--- src/rtl/rot_pkg.sv ---
// Constants and types shared by the rotation stage and the pixel-fetch stage.
package rot_pkg;

  localparam int SCREEN_W = 800;
  localparam int SCREEN_H = 600;
  localparam int CX       = 400;
  localparam int CY       = 300;
  localparam int ROT_LAT  = 12;

  // Binary angle: 2^32 is one full turn
  localparam logic [31:0] ANG_45 = 32'h2000_0000;
  localparam logic [31:0] ANG_90 = 32'h4000_0000;

  typedef struct packed {
    logic hsync;
    logic vsync;
    logic blank;
  } vid_sync_t;

  localparam vid_sync_t SYNC_IDLE = '{hsync: 1'b1, vsync: 1'b1, blank: 1'b1};

  function automatic int total_latency(input int rot_lat, input int ram_lat);
    return rot_lat + 2 + ram_lat + 1;
  endfunction

endpackage

--- src/rtl/rot_pixel_fetch_if.sv ---
// Bundle of video timing, rotation coordinates, sprite BRAM port and final pixel
// seen by the pixel-fetch stage.
interface rot_pixel_fetch_if #(
  parameter int ADDR_W = 16,
  parameter int PIX_W  = 8
);
  logic [31:0]       angle_in;
  logic [31:0]       angle_out;
  logic [10:0]       hcount;
  logic [9:0]        vcount;
  logic              hsync;
  logic              vsync;
  logic              blank;
  logic [11:0]       x_rot;
  logic [10:0]       y_rot;
  logic [ADDR_W-1:0] mem_addr;
  logic [PIX_W-1:0]  mem_data;
  logic [PIX_W-1:0]  pixel;
  logic              hsync_out;
  logic              vsync_out;
  logic              blank_out;

  modport master (
    input  angle_in, hcount, vcount, hsync, vsync, blank, x_rot, y_rot, mem_data,
    output angle_out, mem_addr, pixel, hsync_out, vsync_out, blank_out
  );

  modport slave (
    output angle_in, hcount, vcount, hsync, vsync, blank, x_rot, y_rot, mem_data,
    input  angle_out, mem_addr, pixel, hsync_out, vsync_out, blank_out
  );

endinterface

--- src/rtl/rot_pixel_fetch_delay_line.sv ---
// Fixed-depth shift register with async active-low reset to a per-bit idle value.
module delay_line #(
  parameter int               WIDTH     = 1,
  parameter int               DEPTH     = 1,
  parameter logic [WIDTH-1:0] RESET_VAL = '0
) (
  input  logic             clk,
  input  logic             reset,
  input  logic [WIDTH-1:0] din,
  output logic [WIDTH-1:0] dout
);

  logic [WIDTH-1:0] stages [DEPTH];

  always_ff @(posedge clk or negedge reset) begin
    if (!reset) begin
      for (int i = 0; i < DEPTH; i++) stages[i] <= RESET_VAL;
    end else begin
      stages[0] <= din;
      for (int i = 1; i < DEPTH; i++) stages[i] <= stages[i-1];
    end
  end

  assign dout = stages[DEPTH-1];

endmodule

--- src/rtl/rot_pixel_fetch.sv ---
// Maps rotated screen coordinates to sprite BRAM reads, realigns VGA syncs with the
// returned pixel and latches the per-frame rotation angle on the vsync falling edge.
module rot_pixel_fetch #(
  parameter int              ROT_LAT  = rot_pkg::ROT_LAT,
  parameter int              RAM_LAT  = 2,
  parameter int              IMG_X0   = 272,
  parameter int              IMG_Y0   = 172,
  parameter int              IMG_W    = 256,
  parameter int              IMG_H    = 256,
  parameter int              ADDR_W   = 16,
  parameter int              PIX_W    = 8,
  parameter logic [PIX_W-1:0] BG_COLOR = '0
) (
  input logic                clk,
  input logic                reset,
  rot_pixel_fetch_if.master  bus
);
  import rot_pkg::*;

  localparam int TOTAL = total_latency(ROT_LAT, RAM_LAT);

  logic              vsync_q;
  logic signed [13:0] dx, dy, dx_q, dy_q;
  logic              in_b, in_q;
  logic              v2, vd;
  vid_sync_t         sync_in, sync_d;

  // Angle only changes on the vsync falling edge so a whole frame shares one angle
  always_ff @(posedge clk or negedge reset) begin
    if (!reset) begin
      vsync_q       <= 1'b1;
      bus.angle_out <= '0;
    end else begin
      vsync_q <= bus.vsync;
      if (vsync_q && !bus.vsync) bus.angle_out <= bus.angle_in;
    end
  end

  assign dx   = $signed({{2{bus.x_rot[11]}}, bus.x_rot}) - 14'(IMG_X0);
  assign dy   = $signed({{3{bus.y_rot[10]}}, bus.y_rot}) - 14'(IMG_Y0);
  assign in_b = !dx[13] && (dx < 14'(IMG_W)) && !dy[13] && (dy < 14'(IMG_H));

  always_ff @(posedge clk or negedge reset) begin
    if (!reset) begin
      dx_q <= '0;
      dy_q <= '0;
      in_q <= 1'b0;
    end else begin
      dx_q <= dx;
      dy_q <= dy;
      in_q <= in_b;
    end
  end

  // Out-of-sprite pixels keep the previous address so no aliased location is read
  always_ff @(posedge clk or negedge reset) begin
    if (!reset) begin
      bus.mem_addr <= '0;
      v2           <= 1'b0;
    end else begin
      if (in_q) bus.mem_addr <= ADDR_W'(int'(dy_q) * IMG_W + int'(dx_q));
      v2 <= in_q;
    end
  end

  delay_line #(.WIDTH(1), .DEPTH(RAM_LAT), .RESET_VAL(1'b0)) u_valid_dly (
    .clk  (clk),
    .reset(reset),
    .din  (v2),
    .dout (vd)
  );

  assign sync_in = '{hsync: bus.hsync, vsync: bus.vsync, blank: bus.blank};

  // One stage short of TOTAL: the output register below supplies the last cycle
  delay_line #(.WIDTH($bits(vid_sync_t)), .DEPTH(TOTAL-1), .RESET_VAL(SYNC_IDLE)) u_sync_dly (
    .clk  (clk),
    .reset(reset),
    .din  (sync_in),
    .dout (sync_d)
  );

  always_ff @(posedge clk or negedge reset) begin
    if (!reset) begin
      bus.pixel     <= '0;
      bus.hsync_out <= 1'b1;
      bus.vsync_out <= 1'b1;
      bus.blank_out <= 1'b1;
    end else begin
      bus.hsync_out <= sync_d.hsync;
      bus.vsync_out <= sync_d.vsync;
      bus.blank_out <= sync_d.blank;
      if (sync_d.blank)  bus.pixel <= '0;
      else if (vd)       bus.pixel <= bus.mem_data;
      else               bus.pixel <= BG_COLOR;
    end
  end

endmodule

--- src/flat_wrapper.sv ---
// flat-port wrapper written by rule: the top's interface ports become plain ports
module rot_pixel_fetch_flat import rot_pkg::*;
#(
  parameter int              ROT_LAT  = rot_pkg::ROT_LAT,
  parameter int              RAM_LAT  = 2,
  parameter int              IMG_X0   = 272,
  parameter int              IMG_Y0   = 172,
  parameter int              IMG_W    = 256,
  parameter int              IMG_H    = 256,
  parameter int              ADDR_W   = 16,
  parameter int              PIX_W    = 8,
  parameter logic [PIX_W-1:0] BG_COLOR = '0
)
  (clk, reset, bus_angle_in, bus_hcount, bus_vcount, bus_hsync, bus_vsync, bus_blank, bus_x_rot, bus_y_rot, bus_mem_data, bus_angle_out, bus_mem_addr, bus_pixel, bus_hsync_out, bus_vsync_out, bus_blank_out);
  rot_pixel_fetch_if #(.ADDR_W(ADDR_W), .PIX_W(PIX_W)) bus_i ();
  input logic clk;
  input logic reset;
  input wire logic [$bits(bus_i.angle_in)-1:0] bus_angle_in;
  input wire logic [$bits(bus_i.hcount)-1:0] bus_hcount;
  input wire logic [$bits(bus_i.vcount)-1:0] bus_vcount;
  input wire logic [$bits(bus_i.hsync)-1:0] bus_hsync;
  input wire logic [$bits(bus_i.vsync)-1:0] bus_vsync;
  input wire logic [$bits(bus_i.blank)-1:0] bus_blank;
  input wire logic [$bits(bus_i.x_rot)-1:0] bus_x_rot;
  input wire logic [$bits(bus_i.y_rot)-1:0] bus_y_rot;
  input wire logic [$bits(bus_i.mem_data)-1:0] bus_mem_data;
  output wire logic [$bits(bus_i.angle_out)-1:0] bus_angle_out;
  output wire logic [$bits(bus_i.mem_addr)-1:0] bus_mem_addr;
  output wire logic [$bits(bus_i.pixel)-1:0] bus_pixel;
  output wire logic [$bits(bus_i.hsync_out)-1:0] bus_hsync_out;
  output wire logic [$bits(bus_i.vsync_out)-1:0] bus_vsync_out;
  output wire logic [$bits(bus_i.blank_out)-1:0] bus_blank_out;
  assign bus_i.angle_in = bus_angle_in;
  assign bus_i.hcount = bus_hcount;
  assign bus_i.vcount = bus_vcount;
  assign bus_i.hsync = bus_hsync;
  assign bus_i.vsync = bus_vsync;
  assign bus_i.blank = bus_blank;
  assign bus_i.x_rot = bus_x_rot;
  assign bus_i.y_rot = bus_y_rot;
  assign bus_i.mem_data = bus_mem_data;
  assign bus_angle_out = bus_i.angle_out;
  assign bus_mem_addr = bus_i.mem_addr;
  assign bus_pixel = bus_i.pixel;
  assign bus_hsync_out = bus_i.hsync_out;
  assign bus_vsync_out = bus_i.vsync_out;
  assign bus_blank_out = bus_i.blank_out;
  rot_pixel_fetch #(.ROT_LAT(ROT_LAT), .RAM_LAT(RAM_LAT), .IMG_X0(IMG_X0), .IMG_Y0(IMG_Y0), .IMG_W(IMG_W), .IMG_H(IMG_H), .ADDR_W(ADDR_W), .PIX_W(PIX_W), .BG_COLOR(BG_COLOR)) u_core (.clk(clk), .reset(reset), .bus(bus_i));
endmodule
--- config.mk ---
export PLATFORM = sky130hd
export DESIGN_NAME = rot_pixel_fetch_flat
export DESIGN_NICKNAME = d
export VERILOG_FILES = /design/src/rtl/rot_pkg.sv /design/src/rtl/rot_pixel_fetch_if.sv /design/src/rtl/rot_pixel_fetch_delay_line.sv /design/src/rtl/rot_pixel_fetch.sv /design/src/flat_wrapper.sv
export SDC_FILE = /design/constraint.sdc
export NUM_CORES = 1
export LEC_CHECK = 0
export CAP_MARGIN = 10
export CORE_MARGIN = 2
export CORE_UTILIZATION = 26
export DETAILED_ROUTE_END_ITERATION = 12
export GPL_ROUTABILITY_DRIVEN = 1
export PLACE_DENSITY = 0.56
export SETUP_SLACK_MARGIN = 0.3
export SYNTH_ARGS = -nofsm -noshare
export SYNTH_HDL_FRONTEND = slang
export SYNTH_SLANG_ARGS = --single-unit
--- constraint.sdc ---
create_clock -name clk -period 1.93 [get_ports clk]
set_input_delay 0.386 -clock clk [delete_from_list [all_inputs] [get_ports clk]]
set_output_delay 0.386 -clock clk [all_outputs]
set_load 0.1 [all_outputs]
Word-level counts from Yosys, hierarchy flattened
Index checks and enable logic that the tools add are counted.

word-level totals
  register bits = 133
  word-level logic and storage cells = 43
  input port bits = 89

operators by class
  $lt $le $gt $ge = 2
  mux-type cells = 2
  add/sub/neg operators = 3
  reduce and logical (&&, ||, !) cells = 7

operator list
  cell                                                                             number
  16-bit by 13-bit adder with 16-bit output                                        1
  8-bit two-way mux                                                                2
  13-bit by 10-bit less-than comparator with 1-bit output (second input constant)  1
  12-bit by 10-bit subtractor with 13-bit output (second input constant)           1
  12-bit by 10-bit less-than comparator with 1-bit output (second input constant)  1
  11-bit by 9-bit subtractor with 12-bit output (second input constant)            1
  1-bit logical AND                                                                4
  1-bit zero test                                                                  3

Longest topological paths before layout
Gate-level depths: netlist of run 1.

  depth after elaboration = 5
  mapped depth = 7

Modules after synthesis
A second synthesis of run 1 with hierarchy kept.

unflattened totals
  cells, all modules = 292
  area total of the unflattened synthesis = 4,647.0 um^2

modules (own cells, without submodules)
  module                            instances  area each (um^2)  sequential area each (um^2)  cells each
  rot_pixel_fetch                   1          3,313.2           2,082.0                      239
  delay_line at u_core.u_sync_dly   1          1,283.7           1,261.2                      51
  delay_line at u_core.u_valid_dly  1          50.0              50.0                         2

Least setup slack after synthesis of run 1
Ideal clock, no wire load.

  kind = reg2reg
  start point = register u_core.dy_q[0]
  end point = register u_core.bus.mem_addr[14]
  setup time = 0.134 ns
  cell stages (with the launch flop) = 8
  path buffers = 0
  slack = 0.422 ns
  arrival = 1.374 ns
  cell sequence = dfrtp_1 -> ha_1 -> inv_1 -> fa_1 -> nor2b_1 -> o31a_1 -> o21a_1 -> o211ai_1

on the way
  cells in the longest elaborated chain, start to end = 1

ends and longest elaborated chain
  item                                       RTL line                  text
  from (decl)                                rot_pixel_fetch.sv:23     logic signed [13:0] dx, dy, dx_q, dy_q;
  from (signal assigned)                     rot_pixel_fetch.sv:50     dy_q <= dy;
  16-bit by 13-bit adder with 16-bit output  rot_pixel_fetch.sv:61     if (in_q) bus.mem_addr <= ADDR_W'(int'(dy_q) * IMG_W + int'(dx_q));
  to (signal assigned)                       rot_pixel_fetch.sv:61
  to (decl)                                  rot_pixel_fetch_if.sv:25  output angle_out, mem_addr, pixel, hsync_out, vsync_out, blank_out

No other way between the ends.
A chain may end at the register's enable or synchronous reset.

Final worst setup path of run 1
  start point = register u_core.dy_q[0]
  end point = register u_core.bus.mem_addr[12]

Same word-level chain as after synthesis.

==> results.tsv, run 1 <==
metric	value	unit
fin_util	0.393	
firstDrtPassIters	5	
setup_viol	0	
drive_gt1_frac	0.467	
clk_pin_slew_worst_paths	0.06	ns
top_layer	met4	
crit_type	reg2reg	
skew	0.00433	ns
slew_violations	0	
fillerInstances	1628	
numClockSinks	132	
leakagePower	2.97	nW
portBuffers	126	
ios	148	
yosysWarnings	0	
synth_top_family_by_area	multiplexers	
hold_ws	0.346	ns
fin_crit_sh	0.835	
synthMuxAreaShare	0.105	
cp.arrival	1.90	ns
worst_pin_slew	0.355	ns
vias	2725	
core_area	17300	sq um
layout.nets	529	
cp-start-kind	flip-flop	
max_freq	620	MHz
crit_family	adder cells	
crit_buf_inv	1	
synthesis.area	4600	sq um
start_util	0.266	
grt_max_degree	49	
placed_area	6100	sq um
grt_pass1_vias	2840	
synth_compound_area_frac	0.0465	
num_rows	48	
hold_class	reg2reg	
drtIter0Drc	73	
clk_latency	0.40	ns
end_kind	flip-flop	
synth-xor-area-share	0.0248	
stdcell_area	6800	sq um
p_per_area	1330	nW/um^2
netlist-cell-type-count	38	
wl_per_cell	12.5	microns
slew-limit-headroom	0.757	
crit_chain	ha_4, inv_2, fa_2, nor2b_2, o31a_1, a211oi_2, a21o_1	
cts_tree	built	
cp_slowest_cell	dfrtp_1	
dieArea	18800	sq um
slowest_delay	0.38	ns
grt_overflow_total	0	
wl_met1	3.43	mm
grt_pass1_wl	13.6	mm
wl_met3	568	microns
synthAdderAreaFrac	0.0288	
worst-path-max-fanout	3	
dpl.hpwl	5.81	mm
synth-edff-count	0	
synthArstFlopShare	1.00	
route.met2.wl	4.18	mm
maxCapViolations	0	
root_buffer	clkbuf_16	
final_cell_mix	dfrtp_1 (81), clkdlybuf4s50_1 (66), buf_4 (61)	
cts_buffers	17	
final_common_cell	dfrtp_1	
dieHeight	137	microns
netlist_instances	282	
synth_nets	381	
post_cts_buffers	0	
ant_nets	0	
rsz0062_at_grt	true	
ys_ff_latch	132	
die_x	137	microns
drc	0	
synth-simple-area-share	0.0452	
ys_seq_area_frac	0.732	
fin_crit	1.61	ns
grtUsageTotal	0.0948	
status	finished, final reports clean	
diodes	0	
gp_congestion	0.764	
wl	8.36	mm
timing.critical_path.required	2.22	ns
peakVddDrop	624	uV
syn2layout_area_growth	47.8	%
htreeDepth	4	
avgSynthCellArea	16.3	sq um
synth-main-ff-cell	dfrtp_1	
cts.path.max_buffers	2	
vias_per_cell	4.08	
antenna_found_initial	0	
hold_viol	0	
## power by group
part	internal [mW]	switching (mW)
sequential	3.09	0.139
combinational	0.621	1.80
clock	2.21	1.20
## kinds of logic after synthesis
family                     after synthesis
and+or+nand+nor                         35
xor gates and xnor gates                13
buffers and inverters                   19
DFF                                    132
AOI/OAI and AO/OA                       30
muxes                                   43
adders and majority gates               10
## through the flow
stage | total power [mW] | setup TNS [ns] | cells | worst slack (ns)
after global placement | 5.68 | 0 | 635 | 0.0171
after CTS | 9.19 | 0 | 668 | 0.281
after floorplan | 5.02 | 0 | 282 | 0.422
final | 9.06 | 0 | 668 | 0.318
after global routing | 9.47 | 0 | 668 | 0.240
after detailed placement | 5.70 | -0.0139 | 635 | -0.0139
## worst register-to-register path: cells and delay by family, from the launching register on
kind                     cells  cell delay, ns
buffers and inverters        1            0.04
AO/OA/AOI/OAI                3            0.44
AND/OR/NAND/NOR              1            0.13
adder cells (fa/ha/maj)      2            0.51
flip-flops                   1            0.38
## final timing paths
path	start	end	slack (ns)	depth (start not counted)
max in group asynchronous	reset	u_core.u_sync_dly.stages[38]	0.83	3
min reg2reg	u_core.v2	u_core.u_valid_dly.stages[1]	0.35	0
max reg2reg	u_core.dy_q[0]	u_core.bus.mem_addr[12]	0.32	7
max	u_core.dy_q[0]	u_core.bus.mem_addr[12]	0.32	7
min in group asynchronous	reset	u_core.bus.angle_out[1]	0.47	2
min	u_core.v2	u_core.u_valid_dly.stages[1]	0.35	0
## state kept, by name, summed over array words and instances, names as in the netlist, 3 cells and up
register,flops
u_core.bus.angle_out,32
u_core.bus.mem_addr,16
u_core.bus.pixel,8
u_core.dx_q,13
u_core.dy_q,8
u_core.u_sync_dly.dout,3
u_core.u_sync_dly.stages,45
## timing repair
item,4_1_cts,5_1_grt
pin swaps,4,3
hold buffers,1,0
endpoints found under the setup margin,3,4
endpoints found under the hold margin,31,0
resized for setup,3,6
## synthesized netlist by cell type, drive strengths merged, types with 2 or more instances
cell	n	area (sq um)
dfrtp	81	2030
dfstp	51	1340
mux2	43	484
inv	13	48.8
ha	9	113
nand2	9	33.8
and2	8	50.1
o21ai	7	38.8
xnor2	7	61.3
a21oi	6	30.0
buf	6	30.0
nor2	6	22.5
xor2	6	52.6
nor2b	4	25.0
a211oi	3	22.5
a21o	2	15.0
nand3	2	10.0
o21a	2	15.0
o21bai	2	18.8
or3	2	12.5
## layout make-up
class / instances / area (sq um) / share of cell area
Multi-Input combinational cell: 131 / 1200 / 0.176
Clock buffer: 18 / 439 / 0.0646
Inverter: 13 / 48.8 / 0.00718
Sequential cell: 132 / 3370 / 0.495
Timing Repair Buffer: 135 / 1260 / 0.185
Clock inverter: 14 / 203 / 0.0298
Tap cell: 225 / 282 / 0.0414
## routing by layer
layer	vias up	global-route usage
met5	-	0
met4	0	0.0458
met3	16	0.0407
met2	85	0.152
met1	1369	0.109
li1	1255	-
Power figures use the tool's default switching activity.
==> run 2, diff against run 1 <==
- PLACE_DENSITY: 0.56 -> 0.58
- clock period: 1.93 -> 1.3 ns (I/O delays scaled with it)
==> results.tsv, run 2 (same netlist as run 1, synthesis figures left out) <==
metric	value	unit	change
reg.largest.list	u_core.u_sync_dly.stages x45, u_core.bus.angle_out x32, u_core.bus.mem_addr x16		unchanged
rr_worst_depth	7		unchanged
end_kind	flip-flop		unchanged
fillerInstances	1485		was 1628
whs_path_depth	3		was 0
crit_buf_inv	1		unchanged
combPwrFrac	0.334		was 0.268
final_common_cell	buf_12		was dfrtp_1
grt_overflow_total	0		unchanged
hold_viol	0		unchanged
grt_pass1_vias	3247		was 2840
max_freq	618	MHz	was 620 MHz
portBuffers	126		unchanged
dp_cells	655		was 635
grt_max_degree	38		was 49
crit_chain	ha_2, inv_2, fa_2, nor2b_2, o31a_1, o21a_1, o211ai_1		was ha_4, inv_2, fa_2, nor2b_2, o31a_1, a211oi_2, a21o_1
rsz0062_at_grt	true		unchanged
syn2layout_area_growth	79.9	%	was 47.8%
vias	2916		was 2725
grt_pass1_wl	16.6	mm	was 13.6 mm
dp_slack	-0.663	ns	was -0.0139 ns
p_per_area	1740	nW/um^2	was 1330 nW/um^2
root_buffer	clkbuf_16		unchanged
hold_ws	0.125	ns	was 0.346 ns
vias_per_cell	4.10		was 4.08
drc	0		unchanged
dieArea	18800	sq um	unchanged
p_seq_frac	0.353		was 0.357
fin_cells	711		was 668
die_x	137	microns	unchanged
dieHeight	137	microns	unchanged
ios	148		unchanged
leakagePower	3.53	nW	was 2.97 nW
skew	0.0107	ns	was 0.00433 ns
fin_crit_sh	1.24		was 0.835
cp-start-kind	flip-flop		unchanged
slowest_delay	0.35	ns	was 0.38 ns
diodes	0		unchanged
maxCapViolations	0		unchanged
wl	10.1	mm	was 8.36 mm
antenna_found_initial	0		unchanged
gp_congestion	0.783		was 0.764
crit_family	adder cells		unchanged
clk_pin_slew_worst_paths	0.05	ns	was 0.06 ns
firstDrtPassIters	4		was 5
core_area	17300	sq um	unchanged
slew_violations	0		unchanged
violations	setup timing		
clk_latency	0.41	ns	was 0.40 ns
crit_type	reg2reg		unchanged
grtUsageTotal	0.117		was 0.0948
slew-limit-headroom	0.783		was 0.757
peakVddDrop	1050	uV	was 624 uV
setup_viol	50		was 0
setup_slack	-0.317	ns	was 0.318 ns
multiInputGateArea	1500	sq um	was 1200 sq um
cts_buffers	17		unchanged
cp.arrival	1.90	ns	about the same
seq_area	3470	sq um	was 3370 sq um
ant_nets	0		unchanged
largest_register_ffs	45		unchanged
layout.nets	572		was 529
cts_tree	built		unchanged
start_util	0.266		unchanged
final_cell_mix	buf_12 (64), clkdlybuf4s50_1 (53), dfrtp_2 (48), dfstp_2 (48), mux2_4 (41)		was dfrtp_1 (81), clkdlybuf4s50_1 (66), buf_4 (61)
num_rows	48		unchanged
fin_crit	1.62	ns	was 1.61 ns
timing.critical_path.required	1.58	ns	was 2.22 ns
status	complete, but fails checks		was finished, final reports clean
dpl.hpwl	6.84	mm	was 5.81 mm
wl_per_cell	14.2	microns	was 12.5 microns
switching_share	0.333		was 0.346
numClockSinks	132		unchanged
tns	-7.30	ns	was 0 ns
cts.path.max_buffers	2		unchanged
top_register	u_core.u_sync_dly.stages		unchanged
p_total	14.4	mW	was 9.06 mW
p_sw	4.78	mW	was 3.14 mW
htreeDepth	4		unchanged
worst-path-max-fanout	3		unchanged
drtIter0Drc	58		was 73
cp_slowest_cell	fa_2		was dfrtp_1
crit_cells	7		unchanged
worst_pin_slew	0.325	ns	was 0.355 ns
p_int	9.58	mW	was 5.92 mW
drive_gt1_frac	0.665		was 0.467
hold_class	in2reg		was reg2reg
clkPwrFrac	0.313		was 0.376
## run 2: cell count changes in the layout (fill, tap and decap cells not counted), moves of 5 or more
cell	before	now
dfrtp_2	0	48
clkdlybuf4s50_1	66	53
ha_1	7	2
dfrtp_1	81	24
clkbuf_1	0	7
buf_6	1	7
buf_4	61	37
dfrtp_4	0	9
mux2_2	40	2
dlygate4sd2_1	0	7
mux2_4	0	41
buf_12	6	64
## run 2: tightest hold or removal path, delay by kind of cell
kind | cells | cell delay, ns
buf+inv | 3 | 0.24
## run 2: what timing repair did
item	4_1_cts	5_1_grt
resized for setup	61	6
hold buffers	1	0
cloned	4	0
endpoints found under the setup margin	117	112
pin swaps	12	4
hold endpoints to repair	24	0
setup buffers	13	6
## run 2: final timing paths
kind | startpoint | end | slack, ns
setup / recovery | u_core.dx_q[8] | u_core.bus.mem_addr[14] | -0.32
hold / removal | bus_x_rot[4] | u_core.dx_q[4] | 0.13
setup reg to reg | u_core.dx_q[8] | u_core.bus.mem_addr[14] | -0.32
hold reg to reg | u_core.u_sync_dly.stages[20] | u_core.u_sync_dly.stages[17] | 0.34
max in group asynchronous | reset | u_core.bus.angle_out[23] | 0.41
min in group asynchronous | reset | u_core.bus.angle_out[17] | 0.29
## run 2: through the flow
stage,utilization,instance area [sq um]
final,0.478,8270
after global routing,0.478,8270
after CTS,0.475,8210
after detailed placement,0.423,7310
after global placement,0.423,7310
after floorplan,-,4990
## run 2: power by group through the flow
stage	Clock [mW]	Combinational, mW	Sequential, mW
2_1_floorplan	0	0.663	7.07
3_3_place_gp	0	4.57	5.12
3_5_place_dp	0	4.60	5.14
5_1_grt	4.85	4.97	5.12
6_report	4.50	4.79	5.07
4_1_cts	4.67	4.79	5.08
## run 2: layout make-up
class / instances / share of cell area
Clock inverter: 6 / 0.00968
Tap cell: 225 / 0.0340
Inverter: 13 / 0.00802
Sequential cell: 132 / 0.420
Timing Repair Buffer: 178 / 0.289
Multi-Input combinational cell: 131 / 0.182
Clock buffer: 26 / 0.0579
## run 2: per-layer routing
layer,up-vias,global-route usage,part of all wire
met4,0,0.0544,0.024
met3,20,0.0470,0.071
met5,-,0,0
met2,98,0.181,0.50
met1,1460,0.143,0.40
li1,1338,-,-
==> run 3, diff against run 2 <==
- CTS_BUF_LIST: not set -> sky130_fd_sc_hd__clkbuf_2 sky130_fd_sc_hd__clkbuf_4 sky130_fd_sc_hd__clkbuf_8
- PLACE_DENSITY: 0.58 -> 0.56
- clock period: 1.3 -> 2 ns (I/O delays scaled with it)
==> results.tsv, run 3 (same netlist as run 1, synthesis figures left out) <==
metric	value	unit	change
status	finished, final reports clean		was complete, but fails checks
skew	0.0108	ns	was 0.0107 ns
reg.largest.list	u_core.u_sync_dly.stages x45, u_core.bus.angle_out x32, u_core.bus.mem_addr x16		unchanged
htreeDepth	4		unchanged
clk_pin_slew_worst_paths	0.07	ns	was 0.05 ns
antenna_found_initial	0		unchanged
worst_pin_slew	0.494	ns	was 0.325 ns
p_sw	2.89	mW	was 4.78 mW
final_cell_mix	dfrtp_1 (81), clkdlybuf4s50_1 (66), buf_4 (62)		was buf_12 (64), clkdlybuf4s50_1 (53), dfrtp_2 (48), dfstp_2 (48), mux2_4 (41)
cp.arrival	1.95	ns	was 1.90 ns
p_per_area	1140	nW/um^2	was 1740 nW/um^2
leakagePower	2.83	nW	was 3.53 nW
vias	2719		was 2916
max_freq	609	MHz	was 618 MHz
grt_max_degree	49		was 38
diodes	0		unchanged
combPwrFrac	0.315		was 0.334
grt_pass1_wl	13.6	mm	was 16.6 mm
switching_share	0.390		was 0.333
syn2layout_area_growth	41.1	%	was 79.9%
grt_overflow_total	0		unchanged
core_area	17300	sq um	unchanged
p_seq_frac	0.420		was 0.353
grtUsageTotal	0.0970		was 0.117
final_common_cell	dfrtp_1		was buf_12
wl	8.49	mm	was 10.1 mm
numClockSinks	132		unchanged
end_kind	flip-flop		unchanged
largest_register_ffs	45		unchanged
slew-limit-headroom	0.670		was 0.783
timing.critical_path.required	2.31	ns	was 1.58 ns
dieHeight	137	microns	unchanged
worst-path-max-fanout	3		unchanged
setup_viol	0		was 50
tns	0	ns	was -7.30 ns
drive_gt1_frac	0.465		was 0.665
start_util	0.266		unchanged
drtIter0Drc	68		was 58
hold_class	reg2reg		was in2reg
clk_latency	0.43	ns	was 0.41 ns
portBuffers	126		unchanged
die_x	137	microns	unchanged
layout.nets	529		was 572
dp_cells	635		was 655
fin_crit	1.64	ns	was 1.62 ns
hold_viol	0		unchanged
root_buffer	clkbuf_8		was clkbuf_16
peakVddDrop	449	uV	was 1050 uV
wl_per_cell	12.7	microns	was 14.2 microns
cp-start-kind	flip-flop		unchanged
cts_tree	built		unchanged
top_register	u_core.u_sync_dly.stages		unchanged
crit_type	reg2reg		unchanged
cts_buffers	17		unchanged
drc	0		unchanged
ant_nets	0		unchanged
p_int	4.52	mW	was 9.58 mW
ios	148		unchanged
fin_crit_sh	0.821		was 1.24
rsz0062_at_grt	true		unchanged
dpl.hpwl	6.03	mm	was 6.84 mm
grt_pass1_vias	2884		was 3247
clkPwrFrac	0.265		was 0.313
fin_cells	668		was 711
gp_congestion	0.777		was 0.783
firstDrtPassIters	4		unchanged
dieArea	18800	sq um	unchanged
p_total	7.41	mW	was 14.4 mW
slew_violations	0		unchanged
num_rows	48		unchanged
cts.path.max_buffers	2		unchanged
maxCapViolations	0		unchanged
vias_per_cell	4.07		was 4.10
==> run 3: final cells by class <==
| type | count | area [sq um] |
|---|---|---|
| Clock inverter | 12 | 80.1 |
| Multi-Input combinational cell | 131 | 1190 |
| Timing Repair Buffer | 135 | 1250 |
| Sequential cell | 132 | 3370 |
| Inverter | 13 | 48.8 |
| Clock buffer | 20 | 275 |
| Tap cell | 225 | 282 |
| Fill cell | 1687 | 10800 |
==> run 3: worst paths after layout <==
check / start / endpoint / slack (ns) / cells past startpoint
min in group asynchronous: reset / u_core.u_valid_dly.dout / 0.44 / 2
worst min register to register: u_core.u_valid_dly.stages[1] / u_core.u_valid_dly.dout / 0.35 / 0
worst max register to register: u_core.dx_q[8] / u_core.bus.mem_addr[14] / 0.36 / 7
worst min-delay path: u_core.u_valid_dly.stages[1] / u_core.u_valid_dly.dout / 0.35 / 0
worst max-delay path: u_core.dx_q[8] / u_core.bus.mem_addr[14] / 0.36 / 7
max in group asynchronous: reset / u_core.u_sync_dly.stages[46] / 0.91 / 3
==> run 3: power by group through the flow <==
stage	Clock (mW)	Sequential (mW)	Combinational, mW
after floorplan	0	4.52	0.326
after global placement	0	3.16	2.32
after detailed placement	0	3.16	2.34
after CTS	2.09	3.12	2.34
after global routing	2.20	3.15	2.42
final	1.96	3.11	2.34
==> run 3: timing repair <==
item	4_1_cts	5_1_grt
resized for setup	0	7
hold endpoints to repair	22	0
setup endpoints to repair	0	3
hold buffers	1	0
setup buffers	0	0
==> run 3: through the flow <==
step | cell area [sq um] | utilization | hold slack, ns | setup slack (ns)
after global routing | 6490 | 0.375 | 0.313 | 0.266
after CTS | 6450 | 0.373 | 0.320 | 0.356
after global placement | 6090 | 0.352 | 0.322 | 0.0545
after floorplan | 4600 | - | 0.104 | 0.492
after detailed placement | 6090 | 0.352 | 0.327 | 0.0335
final | 6490 | 0.375 | 0.352 | 0.358
==> run 3: critical path, cell delays in order, from the launching register on <==
cell	delay, ns
dfrtp_1	0.37
ha_2	0.19
inv_2	0.06
fa_2	0.21
nor2b_2	0.05
o31a_1	0.35
o2111ai_2	0.18
o211ai_1	0.11
==> run 3: per-layer routing <==
layer | part of all wire | track usage | up-vias | wire length (microns)
met5 | 0 | 0 | - | 0
met3 | 0.066 | 0.0407 | 24 | 557
met1 | 0.41 | 0.110 | 1359 | 3520
met2 | 0.49 | 0.154 | 79 | 4170
met4 | 0.029 | 0.0544 | 0 | 245
li1 | - | - | 1257 | -
